===== src/rtl/vsdma_wr_arbiter.sv =====
`timescale 1ns/1ps
`default_nettype none
// ============================================================================
// Module   : vsdma_wr_arbiter
// Purpose  : Round-robin sharing of one vsdma write port among NUM_CH channels,
//            with command forwarding, data steering and an acknowledge watchdog.
// Revision : 1.0 - initial release
// ============================================================================
module vsdma_wr_arbiter #(
    parameter int NUM_CH      = 4,
    parameter int ADDR_WIDTH  = 28,
    parameter int SIZE_WIDTH  = 16,
    parameter int DATA_WIDTH  = 256,
    parameter int ACK_TIMEOUT = 255
) (
    input  logic                         ui_clk,
    input  logic                         ui_rst,
    input  logic [NUM_CH-1:0]            s_wareq,
    input  logic [NUM_CH*ADDR_WIDTH-1:0] s_waddr,
    input  logic [NUM_CH*SIZE_WIDTH-1:0] s_wsize,
    input  logic [NUM_CH*DATA_WIDTH-1:0] s_wdata,
    input  logic [NUM_CH-1:0]            s_wvalid,
    output logic [NUM_CH-1:0]            s_wready,
    output logic [NUM_CH-1:0]            s_wbusy,
    output logic [ADDR_WIDTH-1:0]        m_waddr,
    output logic [SIZE_WIDTH-1:0]        m_wsize,
    output logic                         m_wareq,
    input  logic                         m_wbusy,
    output logic [DATA_WIDTH-1:0]        m_wdata,
    output logic                         m_wvalid,
    input  logic                         m_wready,
    output logic [2:0]                   grant_id,
    output logic                         err_timeout
);

    localparam int CW = (NUM_CH > 1) ? $clog2(NUM_CH) : 1;

    localparam logic [1:0] S_IDLE  = 2'd0;
    localparam logic [1:0] S_ISSUE = 2'd1;
    localparam logic [1:0] S_BUSY  = 2'd2;

    logic [1:0]            r_state;
    logic [1:0]            w_next;
    logic [NUM_CH-1:0]     r_pending;
    logic [NUM_CH-1:0]     w_clr;
    logic [2:0]            r_last_grant;
    logic [2:0]            r_grant_id;
    logic [ADDR_WIDTH-1:0] r_waddr;
    logic [SIZE_WIDTH-1:0] r_wsize;
    logic                  r_wareq;
    logic                  r_err;
    logic [7:0]            r_cnt;

    logic                  w_found;
    logic [2:0]            w_pick;
    logic [3:0]            w_scan;
    logic [ADDR_WIDTH-1:0] w_pick_addr;
    logic [SIZE_WIDTH-1:0] w_pick_size;
    logic                  w_grant_en;
    logic                  w_cnt_done;
    logic                  w_abort;
    logic                  w_active;

    // Scan starts one past the last served channel so every pending requester
    // is reached before the same channel can win twice.
    always_comb begin
        w_found     = 1'b0;
        w_pick      = 3'd0;
        w_scan      = 4'd0;
        w_pick_addr = '0;
        w_pick_size = '0;
        for (int k = 1; k <= NUM_CH; k++) begin
            w_scan = {1'b0, r_last_grant} + 4'(k);
            if (w_scan >= 4'(NUM_CH)) begin
                w_scan = w_scan - 4'(NUM_CH);
            end
            if (!w_found && r_pending[w_scan[CW-1:0]]) begin
                w_found = 1'b1;
                w_pick  = w_scan[2:0];
            end
        end
        for (int i = 0; i < NUM_CH; i++) begin
            if (w_pick == 3'(i)) begin
                w_pick_addr = s_waddr[i*ADDR_WIDTH +: ADDR_WIDTH];
                w_pick_size = s_wsize[i*SIZE_WIDTH +: SIZE_WIDTH];
            end
        end
    end

    assign w_grant_en = (r_state == S_IDLE) && w_found;
    assign w_cnt_done = (r_cnt == 8'(ACK_TIMEOUT - 1));
    assign w_abort    = (r_state == S_ISSUE) && !m_wbusy && w_cnt_done;

    always_comb begin
        w_clr = '0;
        for (int i = 0; i < NUM_CH; i++) begin
            w_clr[i] = (w_grant_en && (w_pick == 3'(i))) ||
                       (w_abort && (r_grant_id == 3'(i)));
        end
    end

    always_ff @(posedge ui_clk) begin
        if (ui_rst) begin
            r_state <= S_IDLE;
        end else begin
            r_state <= w_next;
        end
    end

    always_comb begin
        w_next = r_state;
        case (r_state)
            S_IDLE:  if (w_found) w_next = S_ISSUE;
            S_ISSUE: begin
                if (m_wbusy) begin
                    w_next = S_BUSY;
                end else if (w_cnt_done) begin
                    w_next = S_IDLE;
                end
            end
            S_BUSY:  if (!m_wbusy) w_next = S_IDLE;
            default: w_next = S_IDLE;
        endcase
    end

    // Set is OR-ed after the clear so a pulse in the grant/abort cycle re-queues.
    always_ff @(posedge ui_clk) begin
        if (ui_rst) begin
            r_pending    <= '0;
            r_last_grant <= 3'(NUM_CH - 1);
            r_grant_id   <= 3'd0;
            r_waddr      <= '0;
            r_wsize      <= '0;
            r_wareq      <= 1'b0;
            r_err        <= 1'b0;
            r_cnt        <= 8'd0;
        end else begin
            r_pending <= (r_pending & ~w_clr) | s_wareq;
            case (r_state)
                S_IDLE: begin
                    if (w_found) begin
                        r_grant_id <= w_pick;
                        r_waddr    <= w_pick_addr;
                        r_wsize    <= w_pick_size;
                        r_wareq    <= 1'b1;
                        r_cnt      <= 8'd0;
                    end
                end
                S_ISSUE: begin
                    if (m_wbusy) begin
                        r_wareq <= 1'b0;
                        r_cnt   <= 8'd0;
                    end else if (w_cnt_done) begin
                        r_wareq      <= 1'b0;
                        r_err        <= 1'b1;
                        r_last_grant <= r_grant_id;
                        r_cnt        <= 8'd0;
                    end else begin
                        r_cnt <= r_cnt + 8'd1;
                    end
                end
                S_BUSY: begin
                    if (!m_wbusy) begin
                        r_last_grant <= r_grant_id;
                    end
                end
                default: ;
            endcase
        end
    end

    assign w_active = (r_state != S_IDLE);

    always_comb begin
        s_wbusy  = '0;
        s_wready = '0;
        m_wvalid = 1'b0;
        m_wdata  = '0;
        for (int i = 0; i < NUM_CH; i++) begin
            s_wbusy[i] = r_pending[i] | (w_active && (r_grant_id == 3'(i)));
            if (w_active && (r_grant_id == 3'(i))) begin
                s_wready[i] = m_wready;
                m_wvalid    = s_wvalid[i];
                m_wdata     = s_wdata[i*DATA_WIDTH +: DATA_WIDTH];
            end
        end
    end

    assign m_waddr     = r_waddr;
    assign m_wsize     = r_wsize;
    assign m_wareq     = r_wareq;
    assign grant_id    = r_grant_id;
    assign err_timeout = r_err;

endmodule
`default_nettype wire

===== config.mk =====
export PLATFORM = sky130hd
export DESIGN_NAME = vsdma_wr_arbiter
export DESIGN_NICKNAME = d
export VERILOG_FILES = /design/src/rtl/vsdma_wr_arbiter.sv
export SDC_FILE = /design/constraint.sdc
export NUM_CORES = 1
export LEC_CHECK = 0
export CORE_AREA = 10 10 582 584
export DETAILED_ROUTE_END_ITERATION = 6
export DIE_AREA = 0 0 592 594
export PLACE_DENSITY_LB_ADDON = 0.08
export SKIP_LAST_GASP = 1
export SLEW_MARGIN = 20
export SYNTH_ARGS = -nofsm -noshare
export SYNTH_HDL_FRONTEND = slang
export SYNTH_SLANG_ARGS = --single-unit
export TNS_END_PERCENT = 10

===== constraint.sdc =====
create_clock -name ui_clk -period 4.7 [get_ports ui_clk]
set_input_delay 0.94 -clock ui_clk [delete_from_list [all_inputs] [get_ports ui_clk]]
set_output_delay 0.94 -clock ui_clk [all_outputs]
set_load 0.005 [all_outputs]

Word level (Yosys, flattened, before mapping)
Cells that the tools add are included.

word-level totals
  flip-flop bits (word level) = 66
  bits in latches = 0
  memory bits (writable) = 0
  ROM bits = 0
  input bits = 1,212
  memories kept = 0

operators by class
  add/sub/neg operators = 9
  multipliers = 0
  divide/modulo/power cells = 0
  magnitude comparators = 8
  eq/ne operators = 14
  shift operators = 0
  multiplexer cells = 57
  bitwise logic cells = 8
  reduce and logical (&&, ||, !) cells = 38

operators with widths
  cell                 count
  $mux 256             4
  $mux 28              4
  $mux 16              4
  $mux 3               11
  $mux 8               3
  $mux 1               19
  $logic_and 1x1->1    18
  $ge 4x3->1 const B   4
  $pmux 8 s2           1
  $eq 3x2->1 const B   4
  $lt 2x3->1 const B   4
  $sub 3x3->3 const B  4
  $reduce_and 3->1     3
  $add 3x2->4 const B  2
  $add 8x1->8 const B  1
  $bmux 1 s2           4
  $eq 8x8->1 const B   1
  $mux 2               4
  $ne 2x2->1 const B   4
  $eq 3x1->1 const B   2
  $logic_not 3->1      2
  $pmux 2 s3           1
  $pmux 3 s2           1
  $reduce_bool 2->1    3
  other kinds (16)     26

Logic depth before layout (Yosys ltp)
  depth after elaboration = 21
  mapped depth = 14

Worst setup path before layout
Ideal clock, no wire load.

  kind = reg2reg
  start = register r_last_grant[0]
  end = register r_waddr[0], in the netlist m_waddr[0]
  library setup time = 0.120 ns
  arrival = 3.024 ns
  path slack = 1.556 ns
  cell stages (with the launch flop) = 13
  buffers on the path = 4
  period minus slack after synthesis = 3.144 ns
  cells stage by stage = dfxtp_1 buf_6 inv_1 ha_1 buf_2 mux4_2 nor3_1 and2_1 clkbuf_1 nor4_4 buf_6 a22o_1 a211o_1

on the way
  longest elaborated chain between the ends = 20

RTL lines
  what                                       RTL line  source
  start, declared                            46        logic [2:0] r_last_grant;
  start signal, assigned                     130       r_last_grant <= 3'(NUM_CH - 1);
  start signal, assigned                     156       r_last_grant <= r_grant_id;
  start signal, assigned                     164       r_last_grant <= r_grant_id;
  $add 3x1->4                                73        w_scan = {1'b0, r_last_grant} + 4'(k);
  $ge 4x3->1 or $sub 3x3->3 (tied branches)  74, 75
  $mux 3                                     74        if (w_scan >= 4'(NUM_CH)) begin
  $bmux 1 s2                                 77        if (!w_found && r_pending[w_scan[CW-1:0]]) begin
  $mux 1 (not written as such)               77
  $mux 1                                     77
  $logic_not 1->1                            77
  $logic_and 1x1->1                          77
  $mux 1                                     77
  $logic_not 1->1                            77
  $logic_and 1x1->1                          77
  $mux 1                                     77
  $logic_not 1->1                            77
  $logic_and 1x1->1                          77
  $mux 3                                     77
  $logic_not 3->1                            83        if (w_pick == 3'(i)) begin
  $mux 28 (4 in series)                      83
  end signal, assigned                       143       r_waddr <= w_pick_addr;
  end, declared                              48        logic [ADDR_WIDTH-1:0] r_waddr;

Parallel ways exist; a longest one is shown, timed or not. The select of a mux whose other input is x is not followed.
A chain may end at the register's enable or synchronous reset.

Worst setup path after layout
  start = register r_grant_id[0], in the netlist grant_id[0]
  end = output m_wdata[13]

on the way
  longest elaborated chain between the ends = 6

RTL lines
  what                    RTL line  source
  start, declared         47        logic [2:0] r_grant_id;
  start signal, assigned  142       r_grant_id <= w_pick;
  $logic_not 3->1         181       if (w_active && (r_grant_id == 3'(i))) begin
  $logic_and 1x1->1       181
  $mux 256 (3 in series)  181
  $mux 256 *              181
  end, declared           29        output logic [DATA_WIDTH-1:0] m_wdata,

Every way passes the cells marked *; elsewhere a longest branch is shown, timed or not.

==> key figures <==
Clocking
  • Skew-Pair Late Insertion Delay: 0.39 ns
  • Setup bufs post-CTS: 0
  • Maximum root-to-sink buffer count: 2
  • CTS Buf Count: 9
  • CTS resizes: 0
  • Number of H-tree levels: 3
  • Reg clk slew, reported paths: 0.06 ns
  • CTS root buf: clkbuf_16
  • Clk sinks: 66
  • CTS tree: built
  • CTS Hold Bufs: 0

Setup path
  • CP max FO: 26
  • Critical Path RT: 3.76 ns
  • Reg-to-reg endpoint: m_wsize[1]
  • Setup CP Type: reg -> out
  • Worst R2R Setup Slack: 0.79 ns
  • Critical path launch point type: flop
  • Reg2reg path depth: 9
  • Worst r2r src: r_last_grant[1]
  • CP Capture Type: output port
  • Crit path DAT: 3.42 ns
  • Worst setup path startpoint: grant_id[0]

Timing
  • Final setup vio count: 0
  • Worst-Margin Slew: 0.831 ns
  • Final setup skew: 0.0157 ns
  • Setup Total Neg Slack: 0 ns
  • Max Slew Vio Count: 0
  • Unrepaired setup endpoints after global routing: no
  • Fmax: 0.229 GHz
  • Fin crit period: 4.36 ns
  • Min setup slack post-route: 0.341 ns
  • Max_slew headroom: 0.446
  • Period utilization: 0.927
  • Final hold vios: 0

Place
  • Routability cong.: 0.835
  • Placed Area: 30800 um2
  • Place WS: 0.716 ns
  • Hpwl dp: 234 mm
  • # port buffers: 1525

Hold path
  • Hold_sp: m_wareq
  • Hold Crit Class: reg -> reg
  • Worst hold stages: 2
  • Worst hold endpoint: m_wareq

GRT
  • Initial antenna violation count: 265
  • Pin count of the biggest net entering global routing: 64
  • Total gr overflow: 0
  • First-pass GRT wire length: 306 mm
  • Overall Global Routing Usage: 0.138
  • Vias in the first global route: 20760

Power and ir drop
  • Leak Pwr: 10.2 nW
  • Worst vdd ir: 0.187 mV
  • Pwr dens: 203 nW/um2
  • Total power: 6.34 mW

Final layout
  • Synthesis-to-layout area growth: 223%
  • Final nets: 4066
  • Final design utilization: 0.0958
  • Final Instance Area: 31300 um2
  • Layout cells sized above 1: 0.0757

Route
  • Wirelength per Cell: 35.3 um
  • Metal1 wirelength: 86.4 mm
  • Post-DRT Antenna Nets: 0
  • Overall routed net length: 258 mm
  • Met3 wire length: 28.3 mm
  • DR iter-0 viols: 1935
  • Vias/cell: 2.78
  • DR WL met2: 132 mm
  • Highest Signal Layer: met5
  • Routed via count: 20295
  • DRC: 8
  • TritonRoute pass-1 iters: 7

Synthesis
  • Post-Syn Instances: 1390
  • Syn Area/Cell: 6.96 um2
  • Asr flop ratio synth: 0
  • Number of synthesized register bits: 66
  • Synth Warn #: 0
  • Mapped cell area: 9680 um2
  • Post-synth EDFFs: 0
  • Seq/Total Area, Yosys: 0.137
  • Distinct cells, synth: 61
  • Syn Nets: 2606
  • Main synth FF type: dfxtp_1

Status
  • Failing checks: design-rule violations
  • Status: finished, violations left

Floorplanning
  • Die span in x: 592 um
  • Row count: 210
  • Die area: 352000 um2
  • Core ar.: 327000 um2
  • Die Ht: 594 um
  • I/O pin total: 1526
  • Initial Utilization: 0.0296

Run
  • Max Cap Violations: 0
[logic make-up (layout without fill, tap and decap cells)]
logic type,count (synthesis),after routing,share of synthesized area
multiplexers,13,13,0.0190
XOR/XNOR,5,5,0.00453
adder cells (fa/ha/maj),4,4,0.00517
flip-flops,66,66,0.137
buffers and inverters,190,1653,0.0918
AO/OA/AOI/OAI,727,727,0.571
AND/OR/NAND/NOR,385,385,0.172
other,0,107,0
[synth_stat cells (11+ instances only)]
| cell | number | area (um2) |
|---|---|---|
| nor2_1 | 190 | 713 |
| a21oi_1 | 182 | 911 |
| a22oi_1 | 178 | 1340 |
| a222oi_1 | 168 | 1680 |
| clkbuf_1 | 136 | 510 |
| nand2_1 | 107 | 402 |
| dfxtp_1 | 66 | 1320 |
| o21ai_0 | 48 | 240 |
| nand3_1 | 47 | 235 |
| a211o_1 | 44 | 385 |
| a22o_1 | 43 | 377 |
| a21oi_2 | 40 | 350 |
| buf_1 | 18 | 67.6 |
| buf_6 | 11 | 124 |
| inv_1 | 11 | 41.3 |
[worst max-delay path, stage by stage (launching register included)]
cell and delay, ns:
dfxtp_1 0.54, o21ai_0 0.34, nor3_2 0.42, buf_12 0.29, buf_4 0.40, a222oi_1 0.16
a21oi_1 0.22, clkdlybuf4s50_1 0.60
[placed cells by master (no fill, tap or decap), drive strengths merged, types with 48 or more instances in the layout]
| master | instances |
|---|---|
| a21oi | 222 |
| diode | 107 |
| o21ai | 50 |
| clkdlybuf4s50 | 1498 |
| a22oi | 178 |
| buf | 130 |
| dfxtp | 66 |
| a222oi | 168 |
| nor2 | 191 |
| nand2 | 107 |
| nand3 | 48 |
[through the flow]
step,instances,hold slack [ns]
finish,7306,0.460
global route,7275,0.469
CTS,7199,0.467
detailed placement,7185,0.450
global placement,7184,0.446
floorplan,1390,0.445
[routing by layer]
| metal | vias to the layer above | track usage |
|---|---|---|
| met1 | 9600 | 0.133 |
| met3 | 464 | 0.0690 |
| met2 | 1403 | 0.253 |
| met5 | - | 0.00643 |
| met4 | 146 | 0.0500 |
| li1 | 8682 | - |
[area by class of cell]
cell class / count / area (um2)
multi-input combinational: 1134 / 7510
inverter: 11 / 41.3
clock buffer: 11 / 243
antenna: 107 / 268
fill: 38049 / 295000
clock inverter: 3 / 17.5
sequential: 66 / 1320
tap: 4346 / 5440
timing repair buffer: 1628 / 16400
[flip-flops by register name, indices dropped and copies added, names as in the netlist]
register and count:
err_timeout 1, grant_id 3, m_waddr 28, m_wareq 1, m_wsize 16, r_cnt 8, r_last_grant 3, r_pending 4
r_state 2
[where the power goes]
part | internal, mW | switching, mW
clock network | 0.365 | 0.340
logic | 2.56 | 2.33
registers | 0.659 | 0.0907
total | 3.58 | 2.76
[how the worst max path moves through the flow]
stage                        end  slack, ns  cells past startpoint
floorplan             m_waddr[0]       1.56                     12
global placement    m_wdata[192]       0.64                      7
detailed placement   m_wdata[86]       0.72                      7
CTS                  m_wdata[86]       0.27                      7
global route         m_wdata[13]       0.17                      7
finish               m_wdata[13]       0.34                      7
Note: power is estimated with default switching activity, not from simulation.
